==> src/rtl/eth_tx_sched.sv <==
`default_nettype none
// ============================================================================
// Module   : eth_tx_sched
// Purpose  : Shares one UDP TX channel between the image-format source (f_)
//            and the image-data source (i_). Start requests are latched as
//            pending flags with their byte counts. The channel is granted to
//            one source at a time, round-robin on ties, and held until the
//            packet completes. A programmable inter-packet gap follows each
//            packet. A SEND timeout recovers from a lost eth_tx_done.
// Ports    : sys_clk / sys_rst_n     clock, async active-low reset
//            config_end              format phase finished (gates image)
//            f_start/f_num/f_data    format source request, count, data
//            i_start/i_num/i_data    image source request, count, data
//            eth_tx_req/eth_tx_done  UDP block data request / done pulse
//            eth_tx_start/_data_num  UDP block start pulse and byte count
//            eth_tx_data             muxed TX data to the UDP block
//            f_/i_tx_req, f_/i_tx_done  per-source request / done routing
//            grant, busy, tmo_err, pkt_cnt  status
// Revision : 1.0  initial release
// ============================================================================
module eth_tx_sched #(
    parameter logic [15:0] GAP_CYC = 16'd12,
    parameter logic [23:0] TMO_CYC = 24'd1_000_000
) (
    input  logic        sys_clk,
    input  logic        sys_rst_n,
    input  logic        config_end,
    input  logic        f_start,
    input  logic [15:0] f_num,
    input  logic [31:0] f_data,
    input  logic        i_start,
    input  logic [15:0] i_num,
    input  logic [31:0] i_data,
    input  logic        eth_tx_req,
    input  logic        eth_tx_done,
    output logic        eth_tx_start,
    output logic [15:0] eth_tx_data_num,
    output logic [31:0] eth_tx_data,
    output logic        f_tx_req,
    output logic        i_tx_req,
    output logic        f_tx_done,
    output logic        i_tx_done,
    output logic [1:0]  grant,
    output logic        busy,
    output logic        tmo_err,
    output logic [15:0] pkt_cnt
);

    localparam logic [23:0] TMO_LAST = TMO_CYC - 24'd1;

    typedef enum logic [1:0] {
        S_IDLE  = 2'd0,
        S_START = 2'd1,
        S_SEND  = 2'd2,
        S_GAP   = 2'd3
    } state_t;

    state_t      state;
    logic        f_pend;
    logic        i_pend;
    logic [15:0] f_cnt;
    logic [15:0] i_cnt;
    logic        last_img;   // 1: image was granted last
    logic        cfg_q;      // config_end aligned with the pending-flag stage
    logic [23:0] tmo_cnt;
    logic [15:0] gap_cnt;

    logic in_send;
    logic f_own;
    logic i_own;
    logic tmo_hit;
    logic pkt_end;
    logic f_elig;
    logic i_elig;
    logic pick_f;
    logic f_set;
    logic i_set;

    assign in_send = (state == S_SEND);
    assign f_own   = (grant == 2'b01);
    assign i_own   = (grant == 2'b10);
    // A real done in the last timeout cycle counts as a normal completion.
    assign tmo_hit = in_send && !eth_tx_done && (tmo_cnt == TMO_LAST);
    assign pkt_end = in_send && (eth_tx_done || tmo_hit);

    assign f_tx_req  = in_send && f_own && eth_tx_req;
    assign i_tx_req  = in_send && i_own && eth_tx_req;
    assign f_tx_done = pkt_end && f_own;
    assign i_tx_done = pkt_end && i_own;
    assign tmo_err   = tmo_hit;
    assign busy      = (state != S_IDLE);

    always_comb begin
        eth_tx_data = 32'd0;
        case (grant)
            2'b01:   eth_tx_data = f_data;
            2'b10:   eth_tx_data = i_data;
            default: eth_tx_data = 32'd0;
        endcase
    end

    // A new start is accepted when the flag is free or is being cleared in
    // this very cycle, so a re-request on the own done is never lost.
    assign f_set  = f_start && (!f_pend || f_tx_done);
    assign i_set  = i_start && (!i_pend || i_tx_done);

    assign f_elig = f_pend;
    assign i_elig = i_pend && cfg_q;
    assign pick_f = f_elig && (!i_elig || last_img);

    always_ff @(posedge sys_clk or negedge sys_rst_n) begin
        if (!sys_rst_n) begin
            f_pend <= 1'b0;
            i_pend <= 1'b0;
            f_cnt  <= 16'd0;
            i_cnt  <= 16'd0;
            cfg_q  <= 1'b0;
        end else begin
            cfg_q <= config_end;
            if (f_set) begin
                f_pend <= 1'b1;
                f_cnt  <= f_num;
            end else if (f_tx_done) begin
                f_pend <= 1'b0;
            end
            if (i_set) begin
                i_pend <= 1'b1;
                i_cnt  <= i_num;
            end else if (i_tx_done) begin
                i_pend <= 1'b0;
            end
        end
    end

    always_ff @(posedge sys_clk or negedge sys_rst_n) begin
        if (!sys_rst_n) begin
            state           <= S_IDLE;
            grant           <= 2'b00;
            last_img        <= 1'b1;
            eth_tx_start    <= 1'b0;
            eth_tx_data_num <= 16'd0;
            pkt_cnt         <= 16'd0;
            tmo_cnt         <= 24'd0;
            gap_cnt         <= 16'd0;
        end else begin
            case (state)
                S_IDLE: begin
                    if (f_elig || i_elig) begin
                        grant           <= pick_f ? 2'b01 : 2'b10;
                        last_img        <= !pick_f;
                        eth_tx_start    <= 1'b1;
                        eth_tx_data_num <= pick_f ? f_cnt : i_cnt;
                        state           <= S_START;
                    end
                end
                S_START: begin
                    eth_tx_start <= 1'b0;
                    tmo_cnt      <= 24'd0;
                    state        <= S_SEND;
                end
                S_SEND: begin
                    tmo_cnt <= tmo_cnt + 24'd1;
                    if (eth_tx_done) begin
                        pkt_cnt <= pkt_cnt + 16'd1;
                    end
                    if (pkt_end) begin
                        grant   <= 2'b00;
                        gap_cnt <= GAP_CYC;
                        state   <= S_GAP;
                    end
                end
                S_GAP: begin
                    if (gap_cnt == 16'd0) begin
                        state <= S_IDLE;
                    end else begin
                        gap_cnt <= gap_cnt - 16'd1;
                    end
                end
                default: state <= S_IDLE;
            endcase
        end
    end

endmodule
`default_nettype wire

==> config.mk <==
export PLATFORM = sky130hd
export DESIGN_NAME = eth_tx_sched
export DESIGN_NICKNAME = d
export VERILOG_FILES = /design/src/rtl/eth_tx_sched.sv
export SDC_FILE = /design/constraint.sdc
export NUM_CORES = 1
export LEC_CHECK = 0
export CAP_MARGIN = 10
export CORE_ASPECT_RATIO = 0.8
export CORE_MARGIN = 5
export CORE_UTILIZATION = 48
export CTS_CLUSTER_DIAMETER = 30
export CTS_CLUSTER_SIZE = 30
export DETAILED_ROUTE_END_ITERATION = 8
export PLACE_DENSITY = 0.86
export SETUP_SLACK_MARGIN = 0.02
export SLEW_MARGIN = 20
export SYNTH_ARGS = -nofsm -noshare
export SYNTH_HDL_FRONTEND = slang
export SYNTH_SLANG_ARGS = --single-unit
==> constraint.sdc <==
create_clock -name sys_clk -period 2.7 [get_ports sys_clk]
set_input_delay 0.405 -clock sys_clk [delete_from_list [all_inputs] [get_ports sys_clk]]
set_output_delay 0.405 -clock sys_clk [all_outputs]
set_load 0.1 [all_outputs]
# ---- Yosys cells after proc, flatten, opt, wreduce, memory -nomap -nowiden
# Index checks and enable logic that the tools add are counted.
dict set report totals {
  rom_bits 0
  register_bits 113
  mem_count 0
  ram_bits 0
  latch_bits 0
  input_bits 103
  word_cells 84
}
dict set report classes {
  n_eq_ne 10
  order_cmp 0
  reduce_logical 38
  mux 20
  n_bitwise 0
  div 0
  n_addsub 3
  shift 0
  n_mul 0
}
# op count
set op_table {}
lappend op_table {{$pmux 32 s2} 1}
lappend op_table {{$mux 16} 3}
lappend op_table {{$pmux 24 s2} 1}
lappend op_table {{$pmux 16 s2} 1}
lappend op_table {{$add 24x1->24 const B} 1}
lappend op_table {{$eq 24x20->1 const B} 1}
lappend op_table {{$add 16x1->16 const B} 1}
lappend op_table {{$logic_not 16->1} 1}
lappend op_table {{$sub 16x1->16 const B} 1}
lappend op_table {{$reduce_bool 2->1} 7}
lappend op_table {{$logic_and 1x1->1} 13}
lappend op_table {{$mux 2} 6}
lappend op_table {{$reduce_and 3->1} 3}
lappend op_table {{$pmux 2 s4} 1}
lappend op_table {{$eq 2x2->1 const B} 3}
lappend op_table {{$ne 2x2->1 const B} 3}
lappend op_table {{$reduce_and 2->1} 3}
lappend op_table {{$logic_not 1->1} 5}
lappend op_table {{$logic_or 1x1->1} 5}
lappend op_table {{$mux 1} 5}
lappend op_table {{$eq 2x1->1 const B} 2}
lappend op_table {{$pmux 2 s2} 1}
lappend op_table {{$logic_not 2->1} 1}
lappend op_table {{$ne 2x1->1 const B} 1}
lappend op_table {{$pmux 1 s2} 1}

# ---- Longest topological paths before layout
dict set report depth {
  word_depth 9
  depth_mapped 8
}

# ---- Least setup slack after synthesis
# No wires, ideal clock.
dict set report synth_timing {
  path_kind {register -> output}
  startpoint {register grant[0]}
  endpoint {output eth_tx_data[13]}
  n_path_buf 2
  setup_slack_ps -884
  path_stages_with_launch 6
  arrival_ps 3179
  t_required_ps 2295
  cell_sequence {dfrtp_1 ha_1 clkbuf_1 buf_1 a22oi_1 nor2_1}
}
dict set report synth_between {
  elab_chain_cells 2
  word_cells_on_any_way 3
  cone_classes {2 x eq/ne; 1 x mux}
}
# element line_no
set synth_rtl {}
lappend synth_rtl {{start: declaration} 43} ;# output logic [1:0] grant,
lappend synth_rtl {{start signal: assignment} 149} ;# grant <= pick_f ? 2'b01 : 2'b10;
lappend synth_rtl {{$eq 2x2->1 / $eq 2x1->1 (equally long branches)} 95} ;# case (grant)
lappend synth_rtl {{$pmux 32 s2 (*)} 95}
lappend synth_rtl {{end: declaration} 38} ;# output logic [31:0] eth_tx_data,
# Every way passes the cells marked *; elsewhere a longest branch is shown, timed or not.

# ---- Final worst setup path
dict set report layout_timing {
  startpoint {register tmo_cnt[11]}
  endpoint {output f_tx_done}
}
dict set report layout_between {
  elab_chain_cells 5
}
# element line_no
set layout_rtl {}
lappend layout_rtl {{start: declaration} 65} ;# logic [23:0] tmo_cnt;
lappend layout_rtl {{start signal: assignment} 162} ;# tmo_cnt <= tmo_cnt + 24'd1;
lappend layout_rtl {{$eq 24x20->1} 83} ;# assign tmo_hit = in_send && !eth_tx_done && (tmo_cnt == TMO_LAST);
lappend layout_rtl {{$logic_and 1x1->1} 83}
lappend layout_rtl {{$logic_or 1x1->1} 84} ;# assign pkt_end = in_send && (eth_tx_done || tmo_hit);
lappend layout_rtl {{$logic_and 1x1->1} 84}
lappend layout_rtl {{$logic_and 1x1->1} 88} ;# assign f_tx_done = pkt_end && f_own;
lappend layout_rtl {{end: declaration} 41} ;# output logic f_tx_done,
# No other way between the ends.

==> results.md <==
* Post-DP HPWL at about 14000 µm
* Peak Freq at 382.8 MHz
* Commonest cells after routing, fill and taps aside: dfrtp_1 (110), clkdlybuf4s50_1 (101), buf_4 (49)
* Die Y at approximately 110 µm
* # fillers at around 750
* WP data required at about 2.3 ns
* Maximum VDD drop at about 1.4 mV
* CTS tree: built
* Setup CP Type: reg -> out
* Core region area at approximately 12000 µm²
* RR Startpoint: tmo_cnt[1]
* Yosys warns at 0
* Crit path buf inv count at 1
* Drt pass-1 iters at 5
* Most common cell after layout, fill and taps aside: dfrtp_1
* MaxCap Viol Count at 0
* Antenna cells at 0
* Maximum number of pins on one net before global-route repair at 59
* Maximum clock path buffer count at 2
* Fin crit share at around 97%
* Cell Area, Synth at roughly 5900 µm²
* Clk_skew at 0.01199 ns
* Place WS at approximately 0.26 ns
* Syn nets at between 700 and 800
* Endpoints failing setup at 0
* Worst min-delay path category: in -> async
* Final hold violations at 0
* FF+latch area at 2831 µm²
* Multi-input logic area at 3222 µm²
* Critical path startpoint: tmo_cnt[11]
* Synth-to-layout area growth at 52.60%
* Post-synth EDFFs at 0
* Hold buffer count at CTS at 0
* Worst Path Arrival at between 2 and 2.5 ns
* Antenna-violating nets left at 0
* Critical path's slowest cell: dfrtp_1
* CP Max Fanout at 7
* Synth Area per Inst at between 10 and 15 µm²
* Mux cell area share after synthesis at approximately a tenth
* Synth Area in Simple Gates at between 10% and 20%
* DR vias at 5539
* Element type at the critical path end: output pin
* CP max stage delay at between 0.4 and 0.5 ns
* Boundary pin count at between 150 and 200
* Root Buffer: clkbuf_16
* Clock Latency Late Sink at between 0.4 and 0.5 ns
* Largest family of logic cells by synthesized area: simple AND/OR/NAND/NOR gates
* Max-slew violation count at 0
* GR Util All Layers at between 20% and 30%
* Min Clock Period, post-route at 2.612 ns
* Seq/Total Area, Yosys at roughly 48%
* Total Routed Length at ~19000 µm
* Post-Synth XOR/XNOR Area at between 4 and 5%
* Routed vias/inst at 5.930
* Fin area at a little over 9000 µm²
* Layout Nets at around 900
* RSZ-0062 raised after global routing: no
* Main synth FF type: dfrtp_1
* First-pass GRT wire length at around 30000 µm
* Vias in the first global route at a little under 6000
* Worst setup margin at slightly below 0.09 ns
* Buffers on Ports at about 180
* Gr ovfl total at 0
* Clock sinks at approximately 110
* Gpl congestion at 0.9153
* DRC at 0
* DR iter-0 viols at 456
* Ys async rst share at between 90% and 100%
* CTS Buf Count at 17
* Post-synthesis compound-gate area fraction at between 10 and 15%
* Initial core utilization at 48.90%
* Std cell rows at 36
* Adder-cell share of the synthesized area at 2.314%
* Yosys cell types at between 50 and 60
* Status: finished, final reports clean
* CP startpoint kind: flip-flop
* Clock Pin Slew Worst Setup and Hold Paths at 0.06 ns
* Wirelength per Cell at between 20 and 25 µm
* Power density over the cells at ~1200 nW/µm²
* WHS at between 0.04 and 0.05 ns
* Layout cells sized above 1 at between 20% and 30%
* H-tree depth at 4
* Leakage power at 3.756 nW
* Die ar. at ~15000 µm²
* Slew margin rel. at between 50% and 60%
* Worst path cell trace: nor4b_2, and3_2, a21o_1, and3_1, buf_12
* Post-Route Setup TNS at 0 ns
* Worst Tran Pin Value at 0.7279 ns
* Gate Count Post-Synth at between 500 and 600
* Die Wd at about 130 µm
* Final core utilization at approximately 75%
* Post-DP Area at roughly 8400 µm²
* Top Family by Delay on Critical Path: simple AND/OR/NAND/NOR gates
* Seq cells post-synth at roughly 110
* Initial antenna violation count at 0
## cell usage after synthesis, types with 6 or more instances
master	instances	share of area (%)
dfrtp_1	112	47
nor2_1	81	5.1
a22oi_1	33	4.2
a21oi_1	30	2.5
inv_1	26	1.6
nand2_1	23	1.5
xnor2_1	22	3.2
mux2i_1	20	3.4
nand3_1	20	1.7
o21ai_0	20	1.7
clkbuf_1	18	1.1
mux2_1	17	3.2
mux2_2	17	3.2
nand4_1	14	1.5
and3_1	11	1.2
ha_1	11	2.3
or3_1	10	1.1
nor3_1	9	0.76
xor2_1	9	1.3
and4_1	7	1.0
buf_2	6	0.50
nor4_1	6	0.63
## metal layers
layer	wire length [µm]	vias up	share of wire, %	track usage (%)
li1	-	2498	-	-
met1	7274	2703	39	31.89
met2	9731	283	52	45.70
met3	1376	55	7.3	6.038
met4	494	0	2.6	9.666
met5	0	-	0	0
## through the flow
stage / cells / total power [mW]
finish: 934 / 11.15
global route: 934 / 11.63
CTS: 933 / 11.13
detailed placement: 901 / 8.875
global placement: 901 / 8.606
floorplan: 591 / 7.076
## worst reg2reg max path: cells and delay by family, from the launching register on
family | cells | cell delay (ns)
compound gates | 1 | 0.37
fa+ha+maj | 1 | 0.19
simple gates | 3 | 0.60
buf+inv | 1 | 0.16
mux | 1 | 0.45
flops | 1 | 0.43
## state kept, by name (all words and copies together), names as in the netlist, 2 cells and up
signal / count
eth_tx_data_num: 16
gap_cnt: 16
i_cnt: 16
grant: 2
tmo_cnt: 24
f_cnt: 16
state: 2
pkt_cnt: 16
## timing repair
| item | in CTS | in global routing |
|---|---|---|
| gates resized for setup | 8 | 5 |
| endpoints found under the setup margin | 3 | 4 |
| buffers inserted | 0 | 1 |
| pin swaps | 0 | 0 |
## path summary, 6_finish.rpt
| path | end | slack, ns | depth (start not counted) |
|---|---|---|---|
| max in group asynchronous | tmo_cnt[4] | 1.90 | 2 |
| worst min register to register | pkt_cnt[15] | 0.48 | 1 |
| worst max-delay path | f_tx_done | 0.09 | 5 |
| min in group sys_clk | cfg_q | 0.42 | 1 |
| worst min-delay path | f_cnt[12] | 0.05 | 1 |
| worst max register to register | i_cnt[9] | 0.37 | 7 |
## cells by family (layout without fill, tap and decap cells)
logic type / count (synthesis) / after routing
AO/OA/AOI/OAI: 116 / 116
XOR/XNOR: 31 / 31
adder cells (fa/ha/maj): 11 / 11
buffers and inverters: 56 / 247
flip-flops: 113 / 113
multiplexers: 55 / 55
AND/OR/NAND/NOR: 209 / 209
## area by class of cell
| cell class | count | share of cell area, % |
|---|---|---|
| Tap cell | 152 | 2.096 |
| Clock inverter | 15 | 1.641 |
| Multi-Input combinational cell | 422 | 35.50 |
| Clock buffer | 17 | 4.688 |
| Timing Repair Buffer | 189 | 23.80 |
| Inverter | 26 | 1.075 |
| Sequential cell | 113 | 31.20 |
## power breakdown
| part | switching [mW] | total, mW | internal (mW) | leakage, nW |
|---|---|---|---|---|
| clock | 0.895 | 2.19 | 1.29 | 0.278 |
| sequential | 0.450 | 2.70 | 2.25 | 1.44 |
| combinational | 4.30 | 6.26 | 1.96 | 2.04 |
| total | 5.64 | 11.2 | 5.51 | 3.76 |
(Power assumes the default switching activity.)
